==> src/rtl/dg0045_display_scan_if.sv <==
// Core-to-display link for dg0045_display_scan: Lreg nibble, strobe and clear in,
// multiplexed segment/digit drive and status out.
interface dg0045_display_scan_if #(
    parameter int NUM_DIGITS = 4
);
    logic [3:0]            nL;
    logic                  ND;
    logic                  clr;
    logic [6:0]            seg;
    logic [NUM_DIGITS-1:0] dig_n;
    logic                  frame_tick;
    logic [3:0]            digit_count;

    modport master (output nL, ND, clr, input seg, dig_n, frame_tick, digit_count);
    modport slave  (input nL, ND, clr, output seg, dig_n, frame_tick, digit_count);
endinterface

==> src/rtl/dg0045_display_scan.sv <==
// DG0045 display stage: captures one Lreg nibble per ND strobe into a digit shift
// buffer and scans it onto a 7-seg display. HEX_DECODE_EN selects hex decode vs raw nibble.
module dg0045_display_scan #(
    parameter int NUM_DIGITS   = 4,
    parameter int SCAN_DIV     = 1024,
    parameter int BLANK_CYCLES = 4
) (
    input  logic                    clk,
    input  logic                    RESET,
    dg0045_display_scan_if.slave    bus
);
    localparam int PW = $clog2(SCAN_DIV);
    localparam int IW = $clog2(NUM_DIGITS);

    logic                        nd_s1, nd_s2, nd_s3;
    logic [3:0]                  nl_s1, nl_s2;
    logic                        cap;
    logic [NUM_DIGITS-1:0][3:0]  digit;
    logic [NUM_DIGITS-1:0]       valid;
    logic [PW-1:0]               presc;
    logic [IW-1:0]               idx;
    logic                        slot_end;

    function automatic logic [6:0] decode(input logic [3:0] n);
`ifdef HEX_DECODE_EN
        case (n)
            4'h0: decode = 7'h3F;  4'h1: decode = 7'h06;
            4'h2: decode = 7'h5B;  4'h3: decode = 7'h4F;
            4'h4: decode = 7'h66;  4'h5: decode = 7'h6D;
            4'h6: decode = 7'h7D;  4'h7: decode = 7'h07;
            4'h8: decode = 7'h7F;  4'h9: decode = 7'h6F;
            4'hA: decode = 7'h77;  4'hB: decode = 7'h7C;
            4'hC: decode = 7'h39;  4'hD: decode = 7'h5E;
            4'hE: decode = 7'h79;  default: decode = 7'h71;
        endcase
`else
        decode = {3'b000, n};
`endif
    endfunction

    // Equal-depth synchronisers keep nL aligned with the ND edge; nd_s3 is the edge detector
    always_ff @(posedge clk or negedge RESET) begin
        if (!RESET) begin
            nd_s1 <= 1'b1;
            nd_s2 <= 1'b1;
            nd_s3 <= 1'b1;
            nl_s1 <= 4'hF;
            nl_s2 <= 4'hF;
        end else begin
            nd_s1 <= bus.ND;
            nd_s2 <= nd_s1;
            nd_s3 <= nd_s2;
            nl_s1 <= bus.nL;
            nl_s2 <= nl_s1;
        end
    end

    assign cap = nd_s2 & ~nd_s3;

    always_ff @(posedge clk or negedge RESET) begin
        if (!RESET) begin
            digit           <= '0;
            valid           <= '0;
            bus.digit_count <= 4'd0;
        end else if (cap) begin
            digit <= {digit[NUM_DIGITS-2:0], ~nl_s2};
            if (bus.clr) begin
                valid           <= NUM_DIGITS'(1);
                bus.digit_count <= 4'd1;
            end else begin
                valid <= {valid[NUM_DIGITS-2:0], 1'b1};
                if (bus.digit_count != 4'(NUM_DIGITS))
                    bus.digit_count <= bus.digit_count + 4'd1;
            end
        end else if (bus.clr) begin
            valid           <= '0;
            bus.digit_count <= 4'd0;
        end
    end

    assign slot_end = (presc == PW'(SCAN_DIV - 1));

    always_ff @(posedge clk or negedge RESET) begin
        if (!RESET) begin
            presc          <= '0;
            idx            <= '0;
            bus.frame_tick <= 1'b0;
        end else begin
            bus.frame_tick <= slot_end && (idx == IW'(NUM_DIGITS - 1));
            if (slot_end) begin
                presc <= '0;
                idx   <= (idx == IW'(NUM_DIGITS - 1)) ? '0 : idx + IW'(1);
            end else begin
                presc <= presc + PW'(1);
            end
        end
    end

    // Registered drive: reflects the index/prescaler of the previous cycle
    always_ff @(posedge clk or negedge RESET) begin
        if (!RESET) begin
            bus.seg   <= 7'h00;
            bus.dig_n <= '1;
        end else if (presc < PW'(BLANK_CYCLES) || !valid[idx]) begin
            bus.seg   <= 7'h00;
            bus.dig_n <= '1;
        end else begin
            bus.seg   <= decode(digit[idx]);
            bus.dig_n <= ~(NUM_DIGITS'(1) << idx);
        end
    end
endmodule

==> src/flat_wrapper.sv <==
// flat-port wrapper written by rule: the top's interface ports become plain ports
module dg0045_display_scan_flat 
#(
    parameter int NUM_DIGITS   = 4,
    parameter int SCAN_DIV     = 1024,
    parameter int BLANK_CYCLES = 4
)
  (clk, RESET, bus_nL, bus_ND, bus_clr, bus_seg, bus_dig_n, bus_frame_tick, bus_digit_count);
  dg0045_display_scan_if #(.NUM_DIGITS(NUM_DIGITS)) bus_i ();
  input  logic clk;
  input  logic RESET;
  input wire logic [$bits(bus_i.nL)-1:0] bus_nL;
  input wire logic [$bits(bus_i.ND)-1:0] bus_ND;
  input wire logic [$bits(bus_i.clr)-1:0] bus_clr;
  output wire logic [$bits(bus_i.seg)-1:0] bus_seg;
  output wire logic [$bits(bus_i.dig_n)-1:0] bus_dig_n;
  output wire logic [$bits(bus_i.frame_tick)-1:0] bus_frame_tick;
  output wire logic [$bits(bus_i.digit_count)-1:0] bus_digit_count;
  assign bus_i.nL = bus_nL;
  assign bus_i.ND = bus_ND;
  assign bus_i.clr = bus_clr;
  assign bus_seg = bus_i.seg;
  assign bus_dig_n = bus_i.dig_n;
  assign bus_frame_tick = bus_i.frame_tick;
  assign bus_digit_count = bus_i.digit_count;
  dg0045_display_scan #(.NUM_DIGITS(NUM_DIGITS), .SCAN_DIV(SCAN_DIV), .BLANK_CYCLES(BLANK_CYCLES)) u_core (.clk(clk), .RESET(RESET), .bus(bus_i));
endmodule
==> config.mk <==
export PLATFORM = sky130hd
export DESIGN_NAME = dg0045_display_scan_flat
export DESIGN_NICKNAME = d
export VERILOG_FILES = /design/src/rtl/dg0045_display_scan_if.sv /design/src/rtl/dg0045_display_scan.sv /design/src/flat_wrapper.sv
export SDC_FILE = /design/constraint.sdc
export NUM_CORES = 1
export LEC_CHECK = 0
export CAP_MARGIN = 15
export CORE_ASPECT_RATIO = 1.1
export CORE_MARGIN = 3
export CORE_UTILIZATION = 55
export DETAILED_ROUTE_END_ITERATION = 8
export PLACE_DENSITY = 0.82
export SETUP_SLACK_MARGIN = 0.15
export SLEW_MARGIN = 5
export SYNTH_ARGS = -nofsm -noshare
export SYNTH_HDL_FRONTEND = slang
export SYNTH_SLANG_ARGS = --single-unit
==> constraint.sdc <==
create_clock -name clk -period 4.31 [get_ports clk]
set_input_delay 0.862 -clock clk [delete_from_list [all_inputs] [get_ports clk]]
set_output_delay 0.862 -clock clk [all_outputs]
set_load 0.01 [all_outputs]
# Word level (Yosys, flattened, before mapping)
# Cells that the tools add are included.
[totals] register_bits=59 memories=0 in_bits=8 mem_bits_ro=0 mem_bits_rw=0 wordCells=49 latchBits=0 output_inout_bits=16
[classes] n_lt_le_gt_ge=2 bitwise_logic=4 reduce_logical=6 n_div=0 n_mux=14 shifts=1 n_addsub=3 multipliers=0 n_eq_ne=3
[ops] op="two-way mux 4 bit" n=9
[ops] op="adder 10 x 1 -> 10 bit (second input constant)" n=1
[ops] op="equality test 10 bit (second input constant)" n=1
[ops] op="< comparator 10 x 3 -> 1 bit (second input constant)" n=1
[ops] op="two-way mux 10 bit" n=1
[ops] op="binary-select mux 4 bit (select 2 bit)" n=1
[ops] op="NOT 4 bit" n=2
[ops] op="adder 4 x 1 -> 4 bit (second input constant)" n=1
[ops] op="!= test 4 x 3 -> 1 bit (second input constant)" n=1
[ops] op="nonzero test 2 bit" n=2
[ops] op="left shift 1 x 2 -> 4 bit (first input constant)" n=1
[ops] op="< comparator 2 x 3 -> 1 bit (second input constant)" n=1
[ops] op="adder 2 x 1 -> 2 bit (second input constant)" n=1
[ops] op="binary-select mux 1 bit (select 2 bit)" n=1
[ops] op="equality test 2 bit (second input constant)" n=1
[ops] op="two-way mux 2 bit" n=1
[ops] op="AND reduction 2 bit" n=1
[ops] op="bitwise AND 1 bit" n=1
[ops] op="logical AND 1 bit" n=1
[ops] op="logical NOT 1 bit" n=1
[ops] op="logical OR 1 bit" n=1
[ops] op="two-way mux 1 bit" n=1
[ops] op="NOT 1 bit" n=1

# Longest topological paths before layout
# Gate-level depths: netlist of run 1.
[logic_depth] ltp_word=5 ltp_mapped=5 ltp_nobuf=5

# Least setup slack after synthesis of run 1
# Ideal clock, no wire load.
[synth_timing] path_kind="input -> register" start="input bus_clr" end="register u_core.bus.digit_count[0]" t_required_ns=4.184 t_arrival_ns=1.401 setup_time_ns=0.126 slack_ns=2.783 n_path_buf=1 cell_stages=3 path_cell_list="buf_1 > a211oi_1 > a221o_1"
[synth_via] elab_chain_len=2 word_cells_on_any_way=5 cone_classes="mux: 2; reduce/logical: 3"
[synth_rtl] element="start, declared" line_no="flat_wrapper.sv:14" source="input wire logic [$bits(bus_i.clr)-1:0] bus_clr;"
[synth_rtl] element="two-way mux 4 bit / nonzero test 2 bit (equally long branches)"
[synth_rtl] element="two-way mux 4 bit / AND reduction 2 bit (equally long branches)"
[synth_rtl] element="end signal, assigned" line_no="dg0045_display_scan.sv:73" source="bus.digit_count <= bus.digit_count + 4'd1;"
[synth_rtl] element="end, declared" line_no="dg0045_display_scan_if.sv:15" source="modport slave (input nL, ND, clr, output seg, dig_n, frame_tick, digit_count);"
# Several ways; a longest one is shown, not always the timed one.
# A chain may end at the register's enable or synchronous reset.

# Final worst setup path of run 1
[layout_timing] start="register u_core.bus.dig_n[1]" end="output bus_dig_n[1]"
[layout_lines] element="start, declared" line_no="dg0045_display_scan_if.sv:15"
[layout_lines] element="start signal, assigned" line_no="dg0045_display_scan.sv:109" source="bus.dig_n <= ~(NUM_DIGITS'(1) << idx);"
[layout_lines] element="end, declared" line_no="flat_wrapper.sv:16" source="output wire logic [$bits(bus_i.dig_n)-1:0] bus_dig_n;"
# No word-level cell between the ends.

==> flow_summary.toml, run 1 <==
[status]
status = "completed"

[worst_setup_path]
cp_top_family = "flip-flops"
crit_buf_inv = 1
slowest_delay_ns = 0.53
crit_path_max_fanout = 1
regToRegSetupSlack_ns = 2.49
startpoint_type = "register"
cp_slowest_cell = "dfstp_2"
timing.rr.start = "u_core.nd_s2$_DFF_PN1_"
cp_data_arrival_time_ns = 1.35
crit_type = "reg -> out"
crit_chain = "clkdlybuf4s50_1"
endpoint_kind = "output port"
setup.worst_path.start = "u_core.bus.dig_n[1]$_DFF_PN1_"
critPathRequiredTime_ns = 3.45

[synth]
yosysTopAreaCell = "dfrtp_1"
ys_seq_area_share_pct = 60.7
synth_edf_count = 0
synth_cell_types = 37
ys_warn_count = 0
syn_area_sq_um = 2340
synthCells = 202
synth-main-ff-cell = "dfrtp_1"
synth-seq-cells = 56
async_reset_ff_share_pct = 100
ys_top_cells_by_area = "dfrtp_1, dfstp_2, nand2_1, mux4_2, ha_1"
synth_top_cell_area_share_pct = 43.9
avgSynthCellArea_sq_um = 11.6

[die]
die_area_sq_um = 5070
design.core.area_sq_um = 4020
io_pins = 24
die_x_um = 68.2
num_rows = 24
die_height_um = 74.4
start_util_pct = 58.1

[power_and_ir_drop]
power.total_uw = 955
p_leak_uw = 0.00119
power_density_nw_per_um2 = 360
vdd_drop_max_uv = 224

[clock_tree]
clk_path_buf_depth = 2
cts_resized = 0
htree_levels = 2
clkSlewWorstSetupHoldPaths_ns = 0.09
cts-root-buf = "clkbuf_8"
tritoncts = "done"
post_cts_buffers = 0
ctsHoldBuffers = 0
clk-insertion-delay-late_ns = 0.30
numCtsBuffers = 5
cts_sinks = 56

[sta]
max_freq_ghz = 0.453
setup_tns_ns = 0
finalSetupViolations = 0
period_share_pct = 51.2
max_slew_margin_pct = 43.6
report.final.slew_viol_count = 0
post-route-min-period_ns = 2.21
hold_viol = 0
fin_skew_ns = 0.0107
worst_pin_slew_ns = 0.847
rsz0062_at_grt = "false"

[placement]
hpwl_um = 2370
gp_congestion = 0.754
portBuffers = 20

[final_layout]
num_antenna_cells = 0
utilization_pct = 66.0
drive_gt1_share_pct = 15.6
final_nets = 238
syn_to_final_growth_pct = 13.5

[routing]
first_pass_iters = 4
drt_iter0_drc = 103
wl_um = 3480
via_per_inst = 5.19
antenna_left = 0
drc_errors = 0
wl_per_cell_um = 12.6
via_count = 1432

[global_routing]
grt_pass1_wl_um = 5600
antenna_found_initial = 0
busiest_layer = "met2"
met3_usage_pct = 4.08
use_met1_pct = 20.2
globalRouteOverflowTotal = 0
grt_use_total_pct = 14.9
met2_usage_pct = 23.2
grt_pass1_vias = 1253
grt_max_degree = 37

[flow_run]
drv_cap = 0

[min_path]
worstHoldStart = "u_core.nl_s1[0]$_DFF_PN1_"
min_path_type = "reg -> reg"
-- kinds of logic after synthesis --
kind of cell | count (synthesis) | share of synthesized area (%)
DFF | 56 | 60.7
xor gates and xnor gates | 5 | 1.87
other | 1 | 0.160
AOI/OAI and AO/OA | 22 | 6.20
muxes | 7 | 5.78
adders and majority gates | 7 | 3.74
buffers and inverters | 18 | 3.74
and+or+nand+nor | 86 | 17.8
-- through the flow --
step	hold slack, ns	cell area [sq um]	instances	worst slack, ns
after floorplan	0.345	2350	204	2.78
after global placement	0.346	2560	268	2.34
after detailed placement	0.347	2560	268	2.32
after CTS	0.359	2660	276	2.08
after global routing	0.363	2660	276	2.05
final	0.358	2660	276	2.10
-- flip-flops by register name, indices dropped and copies added, names as in the netlist, 2 cells and up --
| signal | flops |
|---|---|
| u_core.nl_s1 | 4 |
| u_core.bus.seg | 4 |
| u_core.presc | 10 |
| u_core.idx | 2 |
| u_core.nl_s2 | 4 |
| u_core.digit | 16 |
| u_core.bus.dig_n | 4 |
| u_core.valid | 4 |
| u_core.bus.digit_count | 4 |
-- cells in the mapped netlist, types with 2 or more instances --
library cell,count
a21oi_1,7
or4_1,2
or3_1,2
nand2_1,53
ha_1,7
nand3_1,8
nand4_1,2
inv_1,8
xor2_1,2
and2_1,5
buf_1,2
clkbuf_1,3
nor2b_1,2
dfstp_2,15
buf_4,3
nor2_1,4
mux2_2,2
nor4_1,2
a211oi_1,2
xnor2_1,3
o21ai_0,8
dfrtp_1,41
mux4_2,5
-- power breakdown --
part	switching [uW]	total (uW)	internal (uW)	leakage (uW)
Clock	149	280	131	0.0000455
Sequential	23.2	590	567	0.000691
Combinational	43.6	84.6	41.1	0.000450
-- final timing paths --
| path | to | cells past startpoint |
|---|---|---|
| setup / recovery | bus_dig_n[1] | 1 |
| hold / removal | u_core.nl_s2[0]$_DFF_PN1_ | 0 |
| setup reg to reg | u_core.bus.digit_count[3]$_DFFE_PN0P_ | 3 |
| hold reg to reg | u_core.nl_s2[0]$_DFF_PN1_ | 0 |
| max in group asynchronous | u_core.nl_s2[0]$_DFF_PN1_ | 2 |
| min in group asynchronous | u_core.presc[5]$_DFF_PN0_ | 1 |
-- final cells by class --
class	instances	area, sq um
Timing Repair Buffer	22	210
Inverter	8	30.0
Sequential cell	56	1420
Tap cell	52	65.1
Multi-Input combinational cell	130	840
Clock buffer	8	90.1
Fill cell	316	1370
-- placed cells by master, fill, tap and decap left out, types with 2 or more instances in the layout --
cell,netlist,final
xor2_1,2,2
mux2_2,2,2
clkdlybuf4s50_1,0,19
a211oi_1,2,2
or3_1,2,2
buf_4,3,2
and2_1,5,5
a21oi_1,7,7
conb_1,1,3
or4_1,2,2
clkbuf_1,3,2
nand4_1,2,2
ha_1,7,7
inv_1,8,8
mux4_2,5,5
dfrtp_1,41,41
nand2_1,53,53
nor4_1,2,2
xnor2_1,3,3
clkbuf_8,0,6
nor2_1,4,4
nor2b_1,2,2
o21ai_0,8,8
dfstp_2,15,15
nand3_1,8,8
-- per-layer routing --
| metal | vias to the layer above | wire (um) |
|---|---|---|
| met3 | 4 | 156 |
| met5 | - | 0 |
| met2 | 31 | 1670 |
| met1 | 687 | 1620 |
| li1 | 710 | - |
| met4 | 0 | 27 |
No activity file was read; power rests on OpenSTA's default activity.
==> run 2: changes to the inputs <==
--- a/config.mk
+++ b/config.mk
@@ -8,9 +8,9 @@
 export CAP_MARGIN = 15
 export CORE_ASPECT_RATIO = 1.1
 export CORE_MARGIN = 3
-export CORE_UTILIZATION = 55
+export CORE_UTILIZATION = 50
 export DETAILED_ROUTE_END_ITERATION = 8
-export PLACE_DENSITY = 0.82
+export PLACE_DENSITY = 0.78
 export SETUP_SLACK_MARGIN = 0.15
 export SLEW_MARGIN = 5
 export SYNTH_ARGS = -nofsm -noshare
==> constraint.sdc (replaced) <==
create_clock -name clk -period 1.8 [get_ports clk]
set_input_delay 0.36 -clock clk [delete_from_list [all_inputs] [get_ports clk]]
set_output_delay 0.36 -clock clk [all_outputs]
set_load 0.01 [all_outputs]
==> flow_summary.toml, run 2 (synthesis gave the netlist of run 1 again) <==
[placement]
portBuffers = 20
dpl.cell_count = 274
placed_area_sq_um = 2610
hpwl_um = 2320
gp_congestion = 0.771

[final_layout]
final_nets = 245
fillCellCount = 348
reg.largest.list = "u_core.digit: 16 flops, u_core.presc: 10 flops"
final_cell_area_sq_um = 2730
utilization_pct = 61.8
regMostFlops = "u_core.digit"
syn_to_final_growth_pct = 16.5
largest_register_ff_count = 16
num_antenna_cells = 0
mostFrequentLayoutCell = "nand2_1"
drive_gt1_share_pct = 19.0
fin_cells = 285
final_cell_mix = "nand2_1, dfrtp_1, dfstp_2"

[worst_setup_path]
crit_buf_inv = 1
endpoint = "bus_digit_count[0]"
cp_slowest_cell = "clkdlybuf4s50_1"
reg2regPathDepth = 5
slowest_delay_ns = 0.55
critPathRequiredTime_ns = 1.44
endpoint_kind = "output port"
cp_data_arrival_time_ns = 1.22
setup.worst_path.start = "u_core.bus.digit_count[0]$_DFFE_PN0P_"
crit_type = "reg -> out"
crit_path_max_fanout = 2
startpoint_type = "register"
timing.rr.start = "u_core.bus.digit_count[0]$_DFFE_PN0P_"
crit_chain = "clkdlybuf4s50_1"
crit_cells = 1
regToRegSetupSlack_ns = 0.29
cp_top_family = "buffers and inverters"
timing.rr.end = "u_core.bus.digit_count[3]$_DFFE_PN0P_"

[clock_tree]
cts_sinks = 56
cts-root-buf = "clkbuf_8"
tritoncts = "done"
numCtsBuffers = 5
clkSlewWorstSetupHoldPaths_ns = 0.10
clk-insertion-delay-late_ns = 0.31
htree_levels = 2
clk_path_buf_depth = 2

[die]
die_area_sq_um = 5540
num_rows = 25
start_util_pct = 53.0
die_x_um = 71.2
design.core.area_sq_um = 4410
die_height_um = 77.7
io_pins = 24

[sta]
period_share_pct = 88.0
setup_tns_ns = 0
post-route-min-period_ns = 1.58
report.final.slew_viol_count = 0
fin_skew_ns = 0.00574
max_slew_margin_pct = 63.6
hold_viol = 0
worst_pin_slew_ns = 0.541
max_freq_ghz = 0.631
rsz0062_at_grt = "false"
finalSetupViolations = 0

[routing]
wl_um = 3400
wl_per_cell_um = 11.9
via_per_inst = 5.22
drc_errors = 0
via_count = 1487
antenna_left = 0
drt_iter0_drc = 87
first_pass_iters = 4

[min_path]
min_path_type = "in -> async"

[status]
status = "completed"

[global_routing]
grt_pass1_vias = 1420
grt_max_degree = 57
grt_use_total_pct = 14.1
antenna_found_initial = 0
grt_pass1_wl_um = 6190
globalRouteOverflowTotal = 0

[power_and_ir_drop]
p_leak_uw = 0.00124
vdd_drop_max_uv = 666
power_density_nw_per_um2 = 852

[flow_run]
drv_cap = 0
[run 2: changes by cell type in the layout (fill, tap and decap cells not counted), sizes merged]
cell and change:
buf +7, clkdlybuf4s50 -5, dlygate4sd2 +4, clkbuf -3
inv +2, clkinv +1, dlymetal6s2s +1
[run 2: cell type report]
class	count	area, sq um	area share [%]
flip-flops and latches	56	1420	52.1
multi-input cells	130	840	30.8
repair buffers	29	273	10.0
clock buffers	5	68.8	2.53
well taps	54	67.6	2.48
inverters	8	30.0	1.10
clock inverters	3	26.3	0.964
[run 2: timing repair]
action                     in CTS  in global routing
hold buffers                    0                  0
setup endpoints to repair       7                  1
cloned                          0                  0
gates resized for setup         4                  1
buffers inserted                3                  0
[run 2: layer usage]
| metal | track usage [%] | share of wire [%] |
|---|---|---|
| met5 | 0 | 0 |
| met1 | 18.8 | 46 |
| met4 | 5.83 | 1.6 |
| met2 | 21.5 | 47 |
| met3 | 4.02 | 5.8 |
[run 2: per-stage QoR]
| step | setup slack (ns) | hold WS [ns] | total power (uW) |
|---|---|---|---|
| after floorplan | 0.330 | 0.0644 | 1550 |
| after global placement | 0.335 | 0.346 | 1640 |
| after detailed placement | 0.318 | 0.347 | 1650 |
| after CTS | 0.154 | 0.0365 | 2360 |
| after global routing | 0.158 | 0.0418 | 2450 |
| final | 0.215 | 0.0316 | 2320 |
[run 2: worst min path at each step]
stage                                            endpoint  slack [ns]  cells past startpoint
floorplan           u_core.bus.digit_count[0]$_DFFE_PN0P_        0.06                      0
global placement                u_core.nl_s2[3]$_DFF_PN1_        0.35                      0
detailed placement              u_core.nl_s2[1]$_DFF_PN1_        0.35                      0
CTS                             u_core.presc[6]$_DFF_PN0_        0.04                      2
global route                 u_core.digit[10]$_DFFE_PN0P_        0.04                      2
finish                        u_core.valid[1]$_DFFE_PN0P_        0.03                      2
[run 2: report_power, final]
part / internal [uW] / switching [uW] / total, uW
logic: 107 / 107 / 214
registers: 1360 / 52.7 / 1410
clock network: 287 / 411 / 698
total: 1750 / 571 / 2320
==> variant: new RTL, config.mk and constraints of run 2 <==
The option `HEX_DECODE_EN` is turned on by a define.
--- a/src/rtl/dg0045_display_scan.sv
+++ b/src/rtl/dg0045_display_scan.sv
@@ -2,2 +2,4 @@
 // buffer and scans it onto a 7-seg display. HEX_DECODE_EN selects hex decode vs raw nibble.
+`define HEX_DECODE_EN
+
 module dg0045_display_scan #(
Check against the original RTL: not equivalent (a bounded check fails within 10 cycles, from zero or initial values and one cycle with RESET low).
==> variant against run 2 <==
Worst setup slack lost 190 ps. Final cell count is 21% higher. Die area increased by 12%. Sequential cell count grew 3. Area after synthesis increased by 13%. Synthesized cell count rose by 20%. Clock skew rose by 5.4 ps. Final area up 20%. Wire length grew 36%. Critical path type is now reg -> reg. Highest routed layer unchanged.
Power is not compared: it rests on default switching activity, and its combinational part moved more than twofold at a synthesized area within 25%.
==> variant: results (changes against run 2) <==
Synth
The proportion of synthesized chip area in sequential cells is 56.31% (-4.4 points). By area the synthesized netlist is led by dfrtp_1 41%, dfstp_2 15%, nand2_1 8.6%, ha_1 6.1%, mux4_2 2.5%. The number of nets in the synthesized netlist is 263. The flip-flop and latch count after synthesis came to 59 (+5.4%).

The mux contribution to synthesized area is 6.362% (+0.59 points). Sorting the synthesized cells by how often they occur yields 61 x nand2_1, 44 x dfrtp_1, 15 x dfstp_2. The synthesized-area fraction occupied by xor and xnor cells is 3.629% (+1.8 points). The area share of fa/ha/maj cells after synthesis is 6.126% (+2.4 points). The count of unique library cells instantiated by Yosys was 40 (+8.1%). The area fraction in compound gates after synthesis came to 7.729% (+1.5 points).

Timing
The final-layout worst hold slack is 19.64 ps (-11.92 ps). The worst setup skew after layout is 11.19 ps (+5.444 ps). The worst-case headroom to the max-slew limit is 69.82% (+6.2 points).

Setup path
The path type of the worst setup path is reg -> reg. The maximum single-stage delay on the critical path is 610 ps (+60 ps). The data arrival time at the worst-slack endpoint is 1980 ps (+760 ps). The slowest library cell on the worst path is mux4_2.

The critical path ends at u_core.bus.seg[0]. The kind of cell adding the most delay to the critical path is multiplexers. The maximum fanout count along the critical path came to 5 (+3).

The flop-to-flop setup slack is 30 ps (-260 ps). The startpoint identified for the worst register-to-register timing path is u_core.idx[0].

Final layout
The fraction of layout instances using a drive strength above 1 came to 23.43% (+4.4 points). The number of non-clock inverters in the layout was 9 (+1). The layout net count is 302 (+23%).

In the final layout, the registers with the most flip-flops are u_core.digit: 16 flops, u_core.presc: 10 flops, u_core.bus.seg: 7 flops. The fraction of area in multi-input gates was 34.52% (+3.7 points). The multi-input combinational cell count is 165 (+27%). The final-layout clock-cell area share is 5.479% (+2.0 points). The final-layout fill cell count is 371 (+6.6%).

The non-clock buffer total of the final layout is 37 (+28%). The clock buffer count is 10 (+5). The proportion of cell area occupied by registers is 45.82% (-6.3 points). The data-path buffer share of cell area in the final layout is 10.77% (+0.76 points).

Pwr
The analysis attributes to cell leakage a power of 0.001473 µW.

Route
The DRC violation count after routing is 0 (unchanged). The count of vias placed by the detailed router was 1836 (+23%). The count of routing violations after the opening detailed-route iteration was 100 (+15%). The routed wire length per instance came to 13.40 µm (+12%). The number of iterations in the first detailed-routing pass was 4 (unchanged).

Status
The run finished with clean final reports.

Clock network
The latest clock arrival within the worst-skew pair was 330 ps (+20 ps). The register clock-pin slew on the reported worst setup and hold paths is 70 ps (-30 ps). The total number of H-tree levels was 3 (+1). The total CTS buffers came to 9 (+4).

GRT
The global-route wire length before repair is 7914 µm (+28%). The total routing resource utilization after global routing came to 17.08% (+3.0 points). The maximum number of pins on one net before global-route repair is 60 (+5.3%).

Placed design
The quantity of I/O buffers inserted on ports came to 23 (+15%). The placer congestion estimate is 0.8886 (+15%). The detailed placer's ending HPWL is 3113 µm (+34%).

Hold path
The type of the worst min-delay path is in -> async.
## variant: cell types whose count changed after synthesis, moves of 3 or more
cell	delta
ha_1	+6
xor2_1	+4
dfrtp_1	+3
buf_4	-3
nor2_1	+7
mux2i_1	+6
a311oi_1	+3
clkbuf_1	+3
nor3_1	+4
nand2_1	+8
and2_1	-4
and3_1	+3
## variant: worst reg2reg max path: cells and delay by family (launching register included)
family                     cells  cell delay (ps)
buffers and inverters          1              130
DFF                            1              430
AOI/OAI and AO/OA              1              280
muxes                          1              610
adders and majority gates      1              150
and+or+nand+nor                1               40
## variant: timing repair
| item | in CTS | in global routing |
|---|---|---|
| resized for setup | 7 | 4 |
| hold endpoints to repair | 0 | 0 |
| cloned | 0 | 0 |
| endpoints found under the setup margin | 15 | 10 |
| pin swaps | 4 | 5 |
| setup buffers | 6 | 3 |
## variant: stage by stage
| step | TNS [ps] | instances | setup WS [ps] | utilization (%) | cell area, µm² |
|---|---|---|---|---|---|
| global route | -78.93 | 344 | -39.67 | 64.44 | 3266 |
| global placement | -12.48 | 319 | -8.443 | 59.11 | 2995 |
| finish | 0 | 344 | 29.60 | 64.44 | 3266 |
| CTS | 0 | 341 | 10.65 | 63.53 | 3219 |
| floorplan | 0 | 242 | 6.513 | - | 2696 |
| detailed placement | -255.7 | 319 | -68.89 | 59.11 | 2995 |
## variant: power by group
part | total (µW) | internal [µW] | switching [µW]
Clock | 1050 | 532 | 519
Sequential | 1520 | 1440 | 73.4
Combinational | 469 | 230 | 239
Total | 3040 | 2210 | 831
## variant: routing by layer
layer	share of wire, %	wire [µm]	vias to the layer above	track usage (%)
li1	-	-	898	-
met1	45	2083	888	20.94
met2	48	2228	45	26.60
met3	4.6	211	5	6.053
met4	1.9	86	0	8.392
met5	0	0	-	0
